**src/rtl/fetch_stage.sv**
```systemverilog
// Instruction fetch with a one-entry hold buffer, a branch redirect path and an IF/ID register.
// Latency: one cycle from an imem response to IF/ID. Backpressure: stall freezes IF/ID, and a word that arrives during a stall waits in the hold buffer with no request outstanding.
module fetch_stage #(
  parameter logic [31:0] RESET_PC = 32'h0000_0000
) (
  input  logic        clk,
  input  logic        rst,
  output logic        imem_req,
  output logic [31:0] imem_addr,
  input  logic        imem_ready,
  input  logic [31:0] imem_rdata,
  input  logic        stall,
  input  logic        br_taken,
  input  logic [31:0] br_target,
  output logic [31:0] if_id_instr,
  output logic [31:0] if_id_pc4,
  output logic        if_id_valid,
  output logic [5:0]  op
);

  typedef enum logic [1:0] {FETCH, HELD, KILL} state_t;

  typedef struct packed {
    logic [31:0] instr;
    logic [31:0] pc4;
  } slot_t;

  state_t      state;
  logic [31:0] pc;
  logic [31:0] pend_addr;
  slot_t       hold;
  slot_t       if_id;
  logic        if_id_vld;

  logic [31:0] pc_plus4;
  logic [31:0] target_al;
  logic        unused_tgt_bits;

  assign pc_plus4        = pc + 32'd4;
  assign target_al       = {br_target[31:2], 2'b00};
  assign unused_tgt_bits = ^br_target[1:0];

  always_ff @(posedge clk) begin
    if (rst) begin
      state     <= FETCH;
      pc        <= RESET_PC;
      pend_addr <= RESET_PC;
      hold      <= '0;
      if_id     <= '0;
      if_id_vld <= 1'b0;
    end else begin
      case (state)
        FETCH: begin
          if (br_taken) begin
            if_id     <= '0;
            if_id_vld <= 1'b0;
            hold      <= '0;
            pc        <= target_al;
            // An unanswered request is still in flight at the old address; drain it in KILL.
            if (!imem_ready) begin
              state     <= KILL;
              pend_addr <= pc;
            end
          end else if (imem_ready) begin
            pc <= pc_plus4;
            if (stall) begin
              hold  <= '{instr: imem_rdata, pc4: pc_plus4};
              state <= HELD;
            end else begin
              if_id     <= '{instr: imem_rdata, pc4: pc_plus4};
              if_id_vld <= 1'b1;
            end
          end else if (!stall) begin
            if_id     <= '0;
            if_id_vld <= 1'b0;
          end
        end

        HELD: begin
          if (br_taken) begin
            if_id     <= '0;
            if_id_vld <= 1'b0;
            hold      <= '0;
            pc        <= target_al;
            state     <= FETCH;
          end else if (!stall) begin
            if_id     <= hold;
            if_id_vld <= 1'b1;
            hold      <= '0;
            state     <= FETCH;
          end
        end

        KILL: begin
          // The response to the pre-redirect request is always dropped.
          if (br_taken) begin
            if_id     <= '0;
            if_id_vld <= 1'b0;
            pc        <= target_al;
            if (imem_ready) state <= FETCH;
          end else begin
            if (imem_ready) state <= FETCH;
            if (!stall) begin
              if_id     <= '0;
              if_id_vld <= 1'b0;
            end
          end
        end

        default: state <= FETCH;
      endcase
    end
  end

  assign imem_req    = !rst && (state != HELD);
  assign imem_addr   = (state == KILL) ? pend_addr : pc;
  assign if_id_instr = if_id.instr;
  assign if_id_pc4   = if_id.pc4;
  assign if_id_valid = if_id_vld;
  assign op          = if_id.instr[31:26];

endmodule
```
**config.mk**
```make
export PLATFORM = sky130hd
export DESIGN_NAME = fetch_stage
export DESIGN_NICKNAME = d
export VERILOG_FILES = /design/src/rtl/fetch_stage.sv
export SDC_FILE = /design/constraint.sdc
export NUM_CORES = 1
export LEC_CHECK = 0
export BUFFER_PORTS_ARGS = -buffer_cell sky130_fd_sc_hd__buf_2
export CAP_MARGIN = 20
export CORE_MARGIN = 1.5
export CORE_UTILIZATION = 56
export DETAILED_ROUTE_END_ITERATION = 8
export HOLD_SLACK_MARGIN = 0.12
export PLACE_DENSITY = 0.78
export RECOVER_POWER = 25
export SETUP_SLACK_MARGIN = 0.15
export SYNTH_ARGS = -nofsm -noshare
export SYNTH_HDL_FRONTEND = slang
export SYNTH_SLANG_ARGS = --single-unit
```
**constraint.sdc**
```tcl
create_clock -name clk -period 2.7 [get_ports clk]
set_input_delay 0.135 -clock clk [delete_from_list [all_inputs] [get_ports clk]]
set_output_delay 0.135 -clock clk [all_outputs]
set_load 0.03 [all_outputs]
```
Word-level counts from Yosys, hierarchy flattened:

Cells that the tools add are included.

* logic and storage cells: 66
* register bits after elaboration: 195
* bits of input ports: 69

* reduce and logical (&&, ||, !) cells: 12
* eq/ne operators: 10
* bitwise logic cells: 1
* add/sub/neg operators: 1
* mux-type cells: 34

Operator list (count)
* $mux W64: 12
* $pmux W64 S3: 1
* $mux W32: 4
* $pmux W64 S2: 1
* $pmux W32 S2: 1
* $add A32 B3 Y32 const B: 1
* $mux W2: 7
* $ne A3 B3 Y1 const B: 4
* $reduce_and A3 Y1: 3
* $mux W1: 6
* $pmux W2 S3: 1
* $reduce_and A5 Y1: 1
* $ne A2 B1 Y1 const B: 2
* $ne A4 B4 Y1 const B: 1
* $reduce_and A4 Y1: 1
* $reduce_bool A2 Y1: 2
* $pmux W1 S3: 1
* $reduce_bool A3 Y1: 1
* $eq A2 B1 Y1 const B: 1
* $eq A2 B2 Y1 const B: 1
* $logic_not A2 Y1: 1
* $ne A2 B2 Y1 const B: 1
* $reduce_or A2 Y1: 1
* $logic_and A1 B1 Y1: 1
* other kinds (2): 2

Logic depth before layout (Yosys ltp):

* depth after elaboration: 5
* mapped depth: 11
* gate-level depth less buffers: 7

Worst setup path after synthesis:

OpenSTA, ideal clock, no wires.

* path type: flip-flop to flip-flop
* start point: register state[0]
* end point: register if_id (netlist bit if_id_pc4[20])
* library setup time: 70 ps
* data required time: 2630 ps
* cell stages (with the launch flop): 9
* slack: 431 ps
* path buffers: 1
* arrival time: 2199 ps
* cells stage by stage: dfxtp_1 inv_1 ha_1 clkbuf_1 or3b_2 or4_2 nor3_1 o31ai_1 a21oi_1

* longest elaborated chain between the ends: 3

RTL lines
* from (decl): RTL line 28 `state_t state;`
* from (signal assigned): RTL line 45 `state <= FETCH;`
* from (signal assigned): RTL line 61 `state <= KILL;`
* from (signal assigned): RTL line 68 `state <= HELD;`
* $eq A2 B1 Y1, or another cell as far along: RTL line 52 `case (state)`
* $ne A3 B3 Y1 (no line), or another cell as far along
* $reduce_and A3 Y1 (no line)
* to (signal assigned): RTL line 70 `if_id <= '{instr: imem_rdata, pc4: pc_plus4};`
* to (signal assigned): RTL line 87 `if_id <= hold;`
* to (decl): RTL line 32 `slot_t if_id;`

Several ways; a longest one is shown, not always the timed one.
A chain may end at the register's enable or synchronous reset.

Worst setup path in the final report:

Same ends and word-level chain as after synthesis.

==> results.json <==
{
  "gp_congestion": 0.924,
  "whs_endpoint": "pc[31]",
  "drt-initial-drc-count": 849,
  "synth_seq_cells": 190,
  "power_frac_seq": 0.442,
  "p_sw_mw": 2.11,
  "antenna_left": 0,
  "grt_setup_unrepaired": "false",
  "slew_viol_final": 0,
  "min_from": "br_target[31]",
  "drt-total-wl_um": 25700,
  "comb_power_share": 0.186,
  "worstMarginPinSlew_ps": 1130,
  "postCtsSetupBuffers": 0,
  "p_sw_frac": 0.307,
  "drcViolationCount": 0,
  "finalCritPeriodShare": 0.910,
  "p_clk_frac": 0.372,
  "core_area_um2": 15400,
  "grt_pass1_vias": 8205,
  "power.internal_mw": 4.78,
  "final.setup.tns_ps": 0,
  "setup.worst_path.start_class": "register",
  "rows": 45,
  "power.density_nw_per_um2": 634,
  "htree_levels": 4,
  "start_util": 0.581,
  "p_total_mw": 6.89,
  "hold_class": "in -> reg",
  "r2r-end": "if_id_pc4[20]",
  "synthArstFlopShare": 0,
  "synthCells": 1064,
  "seq_area_frac_synth": 0.426,
  "power.leakage_nw": 4.10,
  "timing_hold_violations_final": 0,
  "die_w_um": 129,
  "clockRootBuffer": "clkbuf_16",
  "regToRegStartpoint": "state[0]",
  "yosysWarnings": 0,
  "numCtsBuffers": 17,
  "clk_latency_ps": 430,
  "skew_ps": 6.22,
  "crit_type": "reg -> reg",
  "io_buffers": 168,
  "final_cell_mix": "190 x dfxtp_1, 154 x nor2_1, 110 x nand2_1",
  "cts_num_sinks": 190,
  "syn_area_per_cell_um2": 8.39,
  "crit_path_max_fanout": 9,
  "min_path_cells": 4,
  "final_common_cell": "dfxtp_1",
  "num_vias": 8778,
  "viasPerCell": 6.03,
  "grt_usage": 0.306,
  "antenna_cells": 0,
  "status": "finished, final reports clean",
  "fin_hold_ws_ps": 136,
  "drive_gt1_frac": 0.166,
  "min_period_ps": 2460,
  "io_pins": 173,
  "dp_hpwl_um": 16300,
  "synth_edf_count": 0,
  "drv_cap": 0,
  "die_y_um": 129,
  "worstPathArrival_ps": 2820,
  "clk_pin_slew_worst_paths_ps": 70,
  "cts_tree": "done",
  "grt_pass1_wl_um": 40600,
  "grt_max_degree": 60,
  "cp_data_required_time_ps": 3060,
  "reg2reg_slack_ps": 240,
  "grt_overflow": 0,
  "max_freq_ghz": 0.407,
  "wl_per_cell_um": 17.6,
  "die_area_um2": 16700,
  "netlist_area_um2": 8920,
  "peakVddDrop_mv": 0.506,
  "area_growth_pct": 21.8,
  "antenna_found_initial": 0,
  "synth_cell_types": 76,
  "reg2regPathDepth": 7,
  "cts_buffer_depth": 2,
  "synth-main-ff-cell": "dfxtp_1",
  "nets": 1305,
  "dr.pass1.iters": 6,
  "relSlewSlack": 0.249,
  "crit_path_end_kind": "register",
  "setup_viol": 0
}
per-stage QoR:
| step | cell area [um2] | cells | setup WS [ps] | util |
|---|---|---|---|---|
| 6_report | 10900 | 1455 | 243 | 0.707 |
| 2_1_floorplan | 8930 | 1065 | 431 | - |
| 4_1_cts | 10900 | 1454 | 211 | 0.712 |
| 3_5_place_dp | 9740 | 1362 | 230 | 0.634 |
| 3_3_place_gp | 9740 | 1362 | 289 | 0.634 |
| 5_1_grt | 10900 | 1455 | 154 | 0.707 |
state kept, by name, summed over array words and instances, names as in the netlist:
register	flops
hold	63
if_id_instr	32
if_id_pc4	32
pc	30
pend_addr	30
state	2
if_id_valid	1
how the worst max path moves through the flow:
stage / startpoint / end / cells after the start
after detailed placement: pc[3] / pc[22] / 6
after global placement: pc[3] / pc[22] / 6
after CTS: pc[3] / pc[22] / 6
final: state[0] / if_id_pc4[20] / 7
after floorplan: state[0] / if_id_pc4[20] / 8
after global routing: state[0] / pc[27] / 8
cell families (layout without fill, tap and decap cells):
kind of cell / count (synthesis) / after routing / share of synthesized area
and+or+nand+nor: 358 / 358 / 0.186
adders and majority gates: 5 / 5 / 0.00701
xor gates and xnor gates: 23 / 23 / 0.0226
muxes: 29 / 29 / 0.0360
DFF: 190 / 190 / 0.426
AOI/OAI and AO/OA: 339 / 339 / 0.254
buffers and inverters: 119 / 298 / 0.0680
other: 1 / 2 / 0.000420
power by group through the flow:
stage	Sequential (mW)	Clock, mW	Combinational, mW
2_1_floorplan	3.11	0	0.854
3_3_place_gp	3.10	0	1.18
3_5_place_dp	3.10	0	1.20
4_1_cts	3.04	2.59	1.27
5_1_grt	3.06	2.70	1.38
6_report	3.05	2.57	1.28
critical path, cell delays in order (launching register included):
cell,delay [ps]
dfxtp_1,380
inv_1,90
ha_1,410
or3b_2,570
or4_2,550
nor3_1,160
o31ai_1,100
a21oi_1,130
repair_timing:
item,4_1_cts,5_1_grt
hold buffers,60,0
gates resized for setup,0,1
endpoints found under the setup margin,0,2
hold endpoints to repair,87,0
cells in the mapped netlist (4+ instances only):
cell type / count / area (um2)
mux2i_1: 4 / 40.0
o21ai_0: 43 / 215
mux2_2: 25 / 282
a32oi_1: 6 / 52.6
nor3_1: 9 / 45.0
xnor2_1: 13 / 114
and3_1: 7 / 43.8
a21oi_1: 94 / 470
o211ai_1: 7 / 52.6
ha_1: 5 / 62.6
buf_4: 9 / 67.6
nand2_1: 110 / 413
buf_2: 11 / 55.1
nor4_1: 6 / 37.5
nor2_1: 154 / 578
dfxtp_1: 190 / 3800
nand3_1: 17 / 85.1
a22oi_1: 104 / 781
o31a_1: 4 / 35.0
nand4_1: 11 / 68.8
or2_2: 4 / 25.0
buf_1: 4 / 15.0
nor2b_1: 5 / 31.3
nand2b_1: 5 / 31.3
clkbuf_1: 71 / 267
o32ai_1: 4 / 35.0
a31oi_1: 6 / 37.5
o2bb2ai_1: 16 / 140
clkbuf_8: 5 / 68.8
a22o_1: 7 / 61.3
o31ai_1: 7 / 52.6
inv_1: 10 / 37.5
o22ai_1: 11 / 68.8
xor2_1: 10 / 87.6
cell type report:
| class | instances | area [um2] |
|---|---|---|
| clock buffers | 18 | 439 |
| clock inverters | 14 | 159 |
| fillers | 1276 | 4500 |
| inverters | 10 | 37.5 |
| multi-input cells | 756 | 4560 |
| flip-flops and latches | 190 | 3800 |
| well taps | 211 | 264 |
| repair buffers | 256 | 1610 |
routing by layer:
| layer | vias up | wire (um) | track usage |
|---|---|---|---|
| met3 | 65 | 1790 | 0.0595 |
| met1 | 4169 | 10700 | 0.390 |
| met2 | 375 | 12300 | 0.500 |
| met4 | 0 | 872 | 0.150 |
| li1 | 4169 | - | - |
| met5 | - | 0 | 0 |
(Power assumes the default switching activity.)
